$ cat config.mk
export PLATFORM = sky130hd
export DESIGN_NAME = hs_npu_memory_ordering_ctrl_flat
export DESIGN_NICKNAME = d
export VERILOG_FILES = /design/src/rtl/hs_npu_memory_ordering_ctrl_pkg.sv /design/src/rtl/hs_npu_memory_ordering_ctrl_if.sv /design/src/rtl/hs_npu_mo_stream.sv /design/src/rtl/hs_npu_memory_ordering_ctrl.sv /design/src/flat_wrapper.sv
export SDC_FILE = /design/constraint.sdc
export NUM_CORES = 2
export LEC_CHECK = 0
export BUFFER_PORTS_ARGS = -buffer_cell sky130_fd_sc_hd__buf_4
export CAP_MARGIN = 20
export CORE_MARGIN = 4
export CORE_UTILIZATION = 45
export CTS_CLUSTER_SIZE = 14
export DETAILED_ROUTE_END_ITERATION = 7
export PLACE_DENSITY = 0.63
export SETUP_SLACK_MARGIN = 0.05
export SLEW_MARGIN = 20
export SYNTH_ARGS = -nofsm -noshare
export SYNTH_HDL_FRONTEND = slang
export SYNTH_SLANG_ARGS = --single-unit
$ cat constraint.sdc
create_clock -name clk -period 15.3 [get_ports clk]
set_input_delay 1.53 -clock clk [delete_from_list [all_inputs] [get_ports clk]]
set_output_delay 1.53 -clock clk [all_outputs]
set_load 0.01 [all_outputs]
$ cat src/rtl/hs_npu_memory_ordering_ctrl_pkg.sv
// Shared types for the NPU memory ordering controller:
// FSM states, request kinds, latched job bundle and helpers.
package hs_npu_pkg;

    typedef logic [31:0] uword;

    typedef enum logic [2:0] {
        MO_IDLE,
        MO_LOAD_W,
        MO_LOAD_I,
        MO_LOAD_B,
        MO_COMPUTE,
        MO_STORE,
        MO_DONE
    } mo_state_e;

    typedef enum logic [1:0] {
        KIND_WEIGHT = 2'd0,
        KIND_INPUT  = 2'd1,
        KIND_BIAS   = 2'd2,
        KIND_OUTPUT = 2'd3
    } mem_kind_e;

    typedef struct packed {
        uword w_cnt;
        uword i_cnt;
        uword b_cnt;
        uword o_cnt;
        uword base;
        uword result;
        logic reuse_in;
        logic reuse_wt;
        logic save;
        logic bias;
    } mo_job_t;

    // Low word of the full-width product; the truncating multiply is identical.
    function automatic uword mul_lo(uword a, uword b);
        return a * b;
    endfunction

    function automatic mo_state_e mo_next(mo_state_e s, mo_job_t j);
        logic      skw;
        logic      ski;
        logic      skb;
        logic      sks;
        mo_state_e n;
        skw = j.reuse_wt || (j.w_cnt == '0);
        ski = j.reuse_in || (j.i_cnt == '0);
        skb = !j.bias;
        sks = !j.save || (j.o_cnt == '0);
        n   = MO_IDLE;
        unique case (s)
            MO_IDLE:
                n = !skw ? MO_LOAD_W :
                    !ski ? MO_LOAD_I :
                    !skb ? MO_LOAD_B : MO_COMPUTE;
            MO_LOAD_W:
                n = !ski ? MO_LOAD_I :
                    !skb ? MO_LOAD_B : MO_COMPUTE;
            MO_LOAD_I:
                n = !skb ? MO_LOAD_B : MO_COMPUTE;
            MO_LOAD_B:  n = MO_COMPUTE;
            MO_COMPUTE: n = !sks ? MO_STORE : MO_DONE;
            MO_STORE:   n = MO_DONE;
            default:    n = MO_IDLE;
        endcase
        return n;
    endfunction

endpackage

$ cat src/rtl/hs_npu_memory_ordering_ctrl_if.sv
// Memory request/response channel between the ordering
// controller (master) and the memory system (slave).
interface hs_npu_memory_ordering_ctrl_if #(
    parameter int DATA_W = 32
);
    logic              mem_req_valid_o;
    logic              mem_req_ready_i;
    logic [DATA_W-1:0] mem_req_addr_o;
    logic              mem_req_write_o;
    logic [1:0]        mem_req_kind_o;
    logic              mem_rsp_valid_i;

    modport master (
        output mem_req_valid_o,
        output mem_req_addr_o,
        output mem_req_write_o,
        output mem_req_kind_o,
        input  mem_req_ready_i,
        input  mem_rsp_valid_i
    );

    modport slave (
        input  mem_req_valid_o,
        input  mem_req_addr_o,
        input  mem_req_write_o,
        input  mem_req_kind_o,
        output mem_req_ready_i,
        output mem_rsp_valid_i
    );
endinterface

$ cat src/rtl/hs_npu_mo_stream.sv
// Single-phase request streamer: issues N word requests at
// consecutive addresses under an outstanding-request limit.
module hs_npu_mo_stream
    import hs_npu_pkg::*;
#(
    parameter int DATA_W     = 32,
    parameter int WORD_BYTES = 4,
    parameter int OUTST_W    = 8
) (
    input  logic                          clk,
    input  logic                          rst,
    input  logic                          i_start,
    input  logic [DATA_W-1:0]             i_base,
    input  logic [DATA_W-1:0]             i_count,
    input  mem_kind_e                     i_kind,
    hs_npu_memory_ordering_ctrl_if.master mem,
    output logic                          o_phase_done
);
    localparam logic [OUTST_W-1:0] OUTST_MAX = '1;

    logic               r_active;
    logic [DATA_W-1:0]  r_addr;
    logic [DATA_W-1:0]  r_count;
    logic [DATA_W-1:0]  r_issued;
    logic [DATA_W-1:0]  r_resp;
    logic [OUTST_W-1:0] r_outst;
    mem_kind_e          r_kind;

    logic w_issue;
    logic w_rsp;

    assign mem.mem_req_valid_o = r_active
                              && (r_issued != r_count)
                              && (r_outst != OUTST_MAX);
    assign mem.mem_req_addr_o  = r_addr;
    assign mem.mem_req_kind_o  = r_kind;
    assign mem.mem_req_write_o = r_active && (r_kind == KIND_OUTPUT);

    assign w_issue = mem.mem_req_valid_o && mem.mem_req_ready_i;
    // Stray responses with nothing in flight are dropped here.
    assign w_rsp   = mem.mem_rsp_valid_i && (r_outst != '0);

    assign o_phase_done = r_active
        && ((r_count == '0)
         || (w_rsp && ((r_resp + DATA_W'(1)) == r_count)));

    always_ff @(posedge clk or posedge rst) begin
        if (rst) begin
            r_active <= 1'b0;
            r_addr   <= '0;
            r_count  <= '0;
            r_issued <= '0;
            r_resp   <= '0;
            r_outst  <= '0;
            r_kind   <= KIND_WEIGHT;
        end else if (i_start) begin
            r_active <= 1'b1;
            r_addr   <= i_base;
            r_count  <= i_count;
            r_issued <= '0;
            r_resp   <= '0;
            r_outst  <= '0;
            r_kind   <= i_kind;
        end else begin
            if (o_phase_done) begin
                r_active <= 1'b0;
            end
            if (w_issue) begin
                r_issued <= r_issued + DATA_W'(1);
                r_addr   <= r_addr + DATA_W'(WORD_BYTES);
            end
            if (w_rsp) begin
                r_resp <= r_resp + DATA_W'(1);
            end
            if (w_issue && !w_rsp) begin
                r_outst <= r_outst + OUTST_W'(1);
            end else if (!w_issue && w_rsp) begin
                r_outst <= r_outst - OUTST_W'(1);
            end
        end
    end
endmodule

$ cat src/rtl/hs_npu_memory_ordering_ctrl.sv
// Layer job sequencer: accepts a job, then runs weight, input,
// bias, compute and store phases and pulses finished.
module hs_npu_memory_ordering_ctrl
    import hs_npu_pkg::*;
#(
    parameter int DATA_W     = 32,
    parameter int WORD_BYTES = 4,
    parameter int OUTST_W    = 8
) (
    input  logic                          clk,
    input  logic                          rst,
    input  logic                          valid_i,
    output logic                          ready_o,
    output logic                          finished_o,
    input  logic [DATA_W-1:0]             num_input_rows_i,
    input  logic [DATA_W-1:0]             num_input_columns_i,
    input  logic [DATA_W-1:0]             num_weight_rows_i,
    input  logic [DATA_W-1:0]             num_weight_columns_i,
    input  logic                          reuse_inputs_i,
    input  logic                          reuse_weights_i,
    input  logic                          save_outputs_i,
    input  logic                          use_bias_i,
    input  logic [DATA_W-1:0]             base_address_i,
    input  logic [DATA_W-1:0]             result_address_i,
    hs_npu_memory_ordering_ctrl_if.master mem,
    output logic                          compute_start_o,
    input  logic                          compute_done_i
);
    localparam logic [DATA_W-1:0] STRIDE = DATA_W'(WORD_BYTES);

    mo_state_e r_state;
    mo_job_t   r_job;
    logic      r_started;

    mo_state_e         w_next;
    mo_job_t           w_new;
    mo_job_t           w_jsel;
    logic              w_start;
    logic [DATA_W-1:0] w_base;
    logic [DATA_W-1:0] w_count;
    mem_kind_e         w_kind;
    logic              w_done;

    assign ready_o         = (r_state == MO_IDLE);
    assign finished_o      = (r_state == MO_DONE);
    assign compute_start_o = (r_state == MO_COMPUTE) && !r_started;

    always_comb begin
        w_new.w_cnt    = mul_lo(num_weight_rows_i, num_weight_columns_i);
        w_new.i_cnt    = mul_lo(num_input_rows_i, num_input_columns_i);
        w_new.b_cnt    = num_weight_columns_i;
        w_new.o_cnt    = mul_lo(num_input_rows_i, num_weight_columns_i);
        w_new.base     = base_address_i;
        w_new.result   = result_address_i;
        w_new.reuse_in = reuse_inputs_i;
        w_new.reuse_wt = reuse_weights_i;
        w_new.save     = save_outputs_i;
        w_new.bias     = use_bias_i;
    end

    // The first phase is launched on the accept edge, before r_job is loaded.
    assign w_jsel = (r_state == MO_IDLE) ? w_new : r_job;

    always_comb begin
        w_next  = r_state;
        w_start = 1'b0;
        w_base  = '0;
        w_count = '0;
        w_kind  = KIND_WEIGHT;
        unique case (r_state)
            MO_IDLE:
                if (valid_i) w_next = mo_next(MO_IDLE, w_new);
            MO_LOAD_W, MO_LOAD_I, MO_LOAD_B, MO_STORE:
                if (w_done) w_next = mo_next(r_state, r_job);
            MO_COMPUTE:
                if (compute_done_i) w_next = mo_next(MO_COMPUTE, r_job);
            MO_DONE:
                w_next = MO_IDLE;
            default:
                w_next = MO_IDLE;
        endcase
        if (w_next != r_state) begin
            unique case (w_next)
                MO_LOAD_W: begin
                    w_start = 1'b1;
                    w_base  = w_jsel.base;
                    w_count = w_jsel.w_cnt;
                    w_kind  = KIND_WEIGHT;
                end
                MO_LOAD_I: begin
                    w_start = 1'b1;
                    w_base  = w_jsel.base + w_jsel.w_cnt * STRIDE;
                    w_count = w_jsel.i_cnt;
                    w_kind  = KIND_INPUT;
                end
                MO_LOAD_B: begin
                    w_start = 1'b1;
                    w_base  = w_jsel.base
                            + (w_jsel.w_cnt + w_jsel.i_cnt) * STRIDE;
                    w_count = w_jsel.b_cnt;
                    w_kind  = KIND_BIAS;
                end
                MO_STORE: begin
                    w_start = 1'b1;
                    w_base  = w_jsel.result;
                    w_count = w_jsel.o_cnt;
                    w_kind  = KIND_OUTPUT;
                end
                default: w_start = 1'b0;
            endcase
        end
    end

    always_ff @(posedge clk or posedge rst) begin
        if (rst) begin
            r_state   <= MO_IDLE;
            r_job     <= '0;
            r_started <= 1'b0;
        end else begin
            r_state   <= w_next;
            r_started <= (r_state == MO_COMPUTE) && (w_next == MO_COMPUTE);
            if ((r_state == MO_IDLE) && valid_i) begin
                r_job <= w_new;
            end
        end
    end

    hs_npu_mo_stream #(
        .DATA_W     (DATA_W),
        .WORD_BYTES (WORD_BYTES),
        .OUTST_W    (OUTST_W)
    ) u_stream (
        .clk          (clk),
        .rst          (rst),
        .i_start      (w_start),
        .i_base       (w_base),
        .i_count      (w_count),
        .i_kind       (w_kind),
        .mem          (mem),
        .o_phase_done (w_done)
    );
endmodule

$ cat src/flat_wrapper.sv
// flat-port wrapper written by rule: the top's interface ports become plain ports
module hs_npu_memory_ordering_ctrl_flat import hs_npu_pkg::*;
#(
    parameter int DATA_W     = 32,
    parameter int WORD_BYTES = 4,
    parameter int OUTST_W    = 8
)
  (clk, rst, valid_i, ready_o, finished_o, num_input_rows_i, num_input_columns_i, num_weight_rows_i, num_weight_columns_i, reuse_inputs_i, reuse_weights_i, save_outputs_i, use_bias_i, base_address_i, result_address_i, compute_start_o, compute_done_i, mem_mem_req_valid_o, mem_mem_req_addr_o, mem_mem_req_write_o, mem_mem_req_kind_o, mem_mem_req_ready_i, mem_mem_rsp_valid_i);
  hs_npu_memory_ordering_ctrl_if #(.DATA_W(DATA_W)) mem_i ();
  input  logic clk;
  input  logic rst;
  input  logic valid_i;
  output logic ready_o;
  output logic finished_o;
  input  logic [DATA_W-1:0] num_input_rows_i;
  input  logic [DATA_W-1:0] num_input_columns_i;
  input  logic [DATA_W-1:0] num_weight_rows_i;
  input  logic [DATA_W-1:0] num_weight_columns_i;
  input  logic reuse_inputs_i;
  input  logic reuse_weights_i;
  input  logic save_outputs_i;
  input  logic use_bias_i;
  input  logic [DATA_W-1:0] base_address_i;
  input  logic [DATA_W-1:0] result_address_i;
  output logic compute_start_o;
  input  logic compute_done_i;
  output wire logic [$bits(mem_i.mem_req_valid_o)-1:0] mem_mem_req_valid_o;
  output wire logic [$bits(mem_i.mem_req_addr_o)-1:0] mem_mem_req_addr_o;
  output wire logic [$bits(mem_i.mem_req_write_o)-1:0] mem_mem_req_write_o;
  output wire logic [$bits(mem_i.mem_req_kind_o)-1:0] mem_mem_req_kind_o;
  input wire logic [$bits(mem_i.mem_req_ready_i)-1:0] mem_mem_req_ready_i;
  input wire logic [$bits(mem_i.mem_rsp_valid_i)-1:0] mem_mem_rsp_valid_i;
  assign mem_mem_req_valid_o = mem_i.mem_req_valid_o;
  assign mem_mem_req_addr_o = mem_i.mem_req_addr_o;
  assign mem_mem_req_write_o = mem_i.mem_req_write_o;
  assign mem_mem_req_kind_o = mem_i.mem_req_kind_o;
  assign mem_i.mem_req_ready_i = mem_mem_req_ready_i;
  assign mem_i.mem_rsp_valid_i = mem_mem_rsp_valid_i;
  hs_npu_memory_ordering_ctrl #(.DATA_W(DATA_W), .WORD_BYTES(WORD_BYTES), .OUTST_W(OUTST_W)) u_core (.clk(clk), .rst(rst), .valid_i(valid_i), .ready_o(ready_o), .finished_o(finished_o), .num_input_rows_i(num_input_rows_i), .num_input_columns_i(num_input_columns_i), .num_weight_rows_i(num_weight_rows_i), .num_weight_columns_i(num_weight_columns_i), .reuse_inputs_i(reuse_inputs_i), .reuse_weights_i(reuse_weights_i), .save_outputs_i(save_outputs_i), .use_bias_i(use_bias_i), .base_address_i(base_address_i), .result_address_i(result_address_i), .mem(mem_i), .compute_start_o(compute_start_o), .compute_done_i(compute_done_i));
endmodule
* Word-level counts from Yosys, hierarchy flattened
Cells that the tools add are included.
** Operators by class
- $add $sub $neg :: 8
- Multiply operators :: 3
- Equality and inequality tests :: 16
- Mux-type cells :: 31
- Reduce and logical (&&, ||, !) cells :: 34
** Operator list (count)
- 32-bit 2-to-1 mux :: 8
- 32-bit one-hot mux with 4 select lines :: 2
- 196-bit 2-to-1 mux :: 1
- 32-bit zero test :: 5
- 32-bit by 32-bit multiplier with 32-bit output :: 3
- 32-bit by 1-bit adder with 32-bit output, second input constant :: 2
- 32-bit adder :: 2
- 32-bit by 3-bit adder with 32-bit output, second input constant :: 1
- 32-bit == test :: 1
- 32-bit inequality test :: 1
- 30-bit adder :: 1
- 3-bit 2-to-1 mux :: 8
- 8-bit 2-to-1 mux :: 3
- 3-bit == test, second input constant :: 5
- 3-bit by 2-bit == test with 1-bit output, second input constant :: 4
- 1-bit logical AND :: 12
- 3-bit one-hot mux with 4 select lines :: 1
- 3-bit one-hot mux with 3 select lines :: 1
- 8-bit by 1-bit adder with 8-bit output, second input constant :: 1
- 8-bit inequality test, second input constant :: 1
- 8-bit nonzero test :: 1
- 4-bit OR reduction :: 2
- 8-bit by 1-bit subtractor with 8-bit output, second input constant :: 1
- 3-bit by 1-bit == test with 1-bit output, second input constant :: 2
- other kinds (10) :: 23
** Storage, ports and cells
- Register bits after elaboration :: 339
- Input bits :: 202
- Output and inout port bits :: 39
- Logic and storage cells :: 111

* Depth between registers and ports, before layout
- Depth in word-level cells :: 12
- Depth in mapped cells :: 56
- Gate-level depth less buffers :: 52

* Modules after synthesis
A second synthesis with hierarchy kept.
** Unflattened totals
- Cell total of the unflattened synthesis :: 8399
- Area, all modules :: 70453.8 um^2
** By module, submodules not included
- hs_npu_memory_ordering_ctrl :: instances 1, cells an instance 7524, area an instance 62306.0 um^2, seq. area each 4979.8 um^2
- hs_npu_mo_stream :: instances 1, cells an instance 875, area an instance 8147.8 um^2, seq. area each 3478.3 um^2

* Worst setup path after synthesis
OpenSTA, ideal clock, no wires.
- Path type :: input -> register
- Start point :: in num_weight_columns_i[6]
- End point :: reg u_core.u_stream.r_addr[31] (netlist: u_core.u_stream.mem.mem_req_addr_o[31])
- Library setup time :: 0.082 ns
- Arrival :: 12.789 ns
- Required time :: 15.218 ns
- Slack :: 2.429 ns
- Cell stages on the path :: 51
- Path buffers :: 5
- Cells stage by stage :: clkbuf_1 -> clkbuf_1 -> and2_1 -> fa_1 -> fa_1 -> inv_1 -> fa_1 -> fa_1 -> inv_1 -> fa_1 -> inv_1 -> fa_1 -> fa_1 -> fa_1 -> inv_1 -> ha_1 -> clkbuf_1 -> and3_1 -> (+15 left out) -> o21ai_0 -> ha_1 -> o21ai_0 -> o21ai_0 -> a31oi_1 -> nor2b_1 -> o21ai_0 -> a21oi_1 -> a31o_2 -> a21o_1 -> a21oi_1 -> o21bai_1 -> a211oi_1 -> xor2_1 -> xor2_1 -> xnor2_1 -> nand2_1 -> a31oi_1
** On the way
- Word-level cells in the longest chain between the ends :: 11
- Elaborated cells between the ends (all ways) :: 22
- Those cells by class :: 3 x add/sub; 1 x mul; 5 x eq/ne; 9 x mux; 4 x reduce/logical
** Ends and longest elaborated chain
- start, declared :: RTL line flat_wrapper.sv:18 : input logic [DATA_W-1:0] num_weight_columns_i;
- 32-bit by 32-bit multiplier with 32-bit output (*) :: RTL line hs_npu_memory_ordering_ctrl_pkg.sv:39 : return a * b;
- parallel branches: the longest is 10 deep, another holds 32-bit adder
- end signal, assigned :: RTL line hs_npu_mo_stream.sv:58 : r_addr <= i_base;
- end signal, assigned :: RTL line hs_npu_mo_stream.sv:70 : r_addr <= r_addr + DATA_W'(WORD_BYTES);
- end, declared :: RTL line hs_npu_mo_stream.sv:22 : logic [DATA_W-1:0] r_addr;
Mark *: on every way between the ends.
A chain may end at the register's enable or synchronous reset.

* Worst setup path after layout
- Start point :: in num_weight_columns_i[5]
- End point :: reg u_core.u_stream.r_addr[31] (netlist: u_core.u_stream.mem.mem_req_addr_o[31])
Same word-level chain as after synthesis.

==> impl_metrics.yaml <==
route:
  wl_um: 222000
  vias_per_cell: 5.47
  wl_per_cell_um: 21.6
  drtIter0Drc: 4630
  dr.pass1.iters: 8
  num_vias: 56000
  ant_nets: 0
  drc_errors: 23
timing:
  slew_viol_final: 0
  worstMarginPinSlew_ns: 1.16
  setup_violations: 0
  period_share_pct: 92.6
  rsz0062_at_grt: "false"
  finalSetupTns_ns: 0
  skew_ns: 0.0241
  hold_viol: 0
  relSlewSlack_pct: 22.1
  final.min_clock_period_ns: 14.17
  clock.fmax_mhz: 70.6
place:
  dpl.cell_count: 10200
  hpwl_um: 163000
  dpl_cell_area_um2: 72300
  gp_congestion: 0.971
  portBuffers: 240
setup_path:
  cp.arrival_ns: 14.66
  cp.required_ns: 15.79
  worstPathMaxFanout: 56
  cp_slowest_stage_delay_ns: 0.61
  critPathLaunchType: "primary input"
  crit_top_cell: "fa_1"
  worstSetupEndpointType: "flop"
  slowest_stage: "xnor2_1"
  criticalPathCategory: "primary input to flop"
synthesis:
  yosys-top-cells-count: "nand2_1 (1814), inv_1 (1390), fa_1 (1227), and2_1 (658), ha_1 (436)"
  syn_inst: 8324
  ys_ff_latch: 338
  synth_edf_count: 0
  synth_top_cell_by_area: "fa_1"
  synth_top_cells_by_area: "fa_1 (35%), dfrtp_1 (12%), nand2_1 (9.8%), ha_1 (7.9%), inv_1 (7.5%)"
  syn-mean-instance-area_um2: 8.33
  synth_nets: 10200
  synth-seq-area-share_pct: 12.2
  synth_flop_cell: "dfrtp_1"
  synthArstFlopShare_pct: 100
  netlist_area_um2: 69300
  synth.most_common_cell: "nand2_1"
  synth_top_area_share_pct: 35.4
  ys_warn_count: 0
  yosysUniqueCellTypes: 89
final_layout:
  fillers: 14800
  fin_cells: 10200
  drive_gt1_share_pct: 5.01
  design_area_um2: 73700
  utilization_pct: 48.3
  area_delta_synth_final_pct: 6.30
  fin_nets: 10000
clock_network:
  cts_setup_buffers: 0
  clock_latency_ns: 0.58
  ctsHoldBuffers: 0
  cts_resized: 0
  clock_path_buffers: 3
  clkTransAtPathRegs_ns: 0.07
  cts_sinks: 338
  root_buffer: "clkbuf_16"
  cts_tree: "yes"
  cts_buffers: 40
  htreeDepth: 2
floorplan:
  initial_core_util_pct: 45.5
  ios: 241
  row_count: 143
  coreArea_um2: 152000
  die_w_um: 400
  die_y_um: 400
  dieArea_um2: 160000
status:
  status: "finished with violations"
  violations: "DRC"
global_routing:
  grt_use_total_pct: 27.7
  first_global_vias: 58800
  grt_remaining_overflow: 0
  antenna_found_initial: 13
  grt_max_degree: 198
  grt_pass1_wl_um: 347000
worst_hold_path:
  hold_class: "flop to flop"
job:
  maxCapViolations: 0
[worst paths after layout]
kind	from	to	slack, ns	cells after the start
worst max-delay path	num_weight_columns_i[5]	u_core.u_stream.mem.mem_req_addr_o[31]	1.13	48
worst min-delay path	u_core.r_job[59]	u_core.r_job[59]	0.47	2
worst max register to register	u_core.u_stream.r_resp[0]	u_core.u_stream.mem.mem_req_addr_o[31]	6.23	33
worst min register to register	u_core.r_job[59]	u_core.r_job[59]	0.47	2
max in group asynchronous	rst	u_core.r_job[182]	12.00	4
min in group asynchronous	rst	u_core.r_job[46]	1.12	2
[cells in the final DEF (no fill, tap or decap), types with 42 or more instances in the layout]
cell type and count:
o21ai_0 213, fa_1 1227, a21oi_1 240, dfrtp_1 338
nand3_1 104, inv_1 1389, buf_4 287, xor2_1 146
nand2_1 1813, nor2_1 321, a21o_1 57, nand4_1 42
o21a_1 51, ha_1 436, and2_1 657, xnor2_1 320
[logic make-up (layout without fill, tap and decap cells)]
| family | after synthesis | count (layout) | share of synthesized area (%) |
|---|---|---|---|
| XOR/XNOR | 466 | 466 | 5.89 |
| AND/OR/NAND/NOR | 3162 | 3162 | 20.7 |
| buffers and inverters | 1879 | 1755 | 10.2 |
| AO/OA/AOI/OAI | 792 | 792 | 7.23 |
| multiplexers | 23 | 23 | 0.374 |
| flip-flops | 338 | 338 | 12.2 |
| other | 0 | 9 | 0 |
| adder cells (fa/ha/maj) | 1664 | 1664 | 43.3 |
[layer usage]
layer  GRT usage, %  vias to the layer above  routed length (um)
met5              0                        -                  45
met4           10.9                        6               10500
met3           4.43                      491               15600
met2           45.7                     2072              104000
met1           36.5                    28500               91200
li1               -                    24900                   -
[through the flow]
| step | worst slack (ns) | hold slack [ns] |
|---|---|---|
| 3_5_place_dp | 0.637 | 0.461 |
| 4_1_cts | 1.20 | 0.476 |
| 3_3_place_gp | 0.914 | 0.456 |
| 2_1_floorplan | 2.43 | 0.440 |
| 5_1_grt | 0.388 | 0.490 |
| 6_report | 1.13 | 0.475 |
[area by class of cell]
class                           count  area (um^2)  share of cell area [%]
Antenna cell                        9         22.5                  0.0306
Clock buffer                       55         1180                    1.60
Clock inverter                     16          211                   0.287
Inverter                         1393         5240                    7.11
Multi-Input combinational cell   6107        53800                    73.0
Sequential cell                   338         8460                    11.5
Tap cell                         2030         2540                    3.45
Timing Repair Buffer              291         2230                    3.02
[registers in the layout (all words and copies together) (netlist names)]
| signal | count |
|---|---|
| u_core.r_job | 195 |
| u_core.r_started | 1 |
| u_core.r_state | 3 |
| u_core.u_stream.mem.mem_req_addr_o | 32 |
| u_core.u_stream.mem.mem_req_kind_o | 2 |
| u_core.u_stream.r_active | 1 |
| u_core.u_stream.r_count | 32 |
| u_core.u_stream.r_issued | 32 |
| u_core.u_stream.r_outst | 8 |
| u_core.u_stream.r_resp | 32 |
[critical path: cells and delay by family]
| family | cells | cell delay [ns] |
|---|---|---|
| adder cells (fa/ha/maj) | 10 | 4.55 |
| AO/OA/AOI/OAI | 19 | 4.47 |
| AND/OR/NAND/NOR | 9 | 1.72 |
| XOR/XNOR | 4 | 1.18 |
| buffers and inverters | 6 | 1.15 |
Power is not shown: default switching activity piles up to over one toggle a cycle in this logic, so the estimate is an artifact.
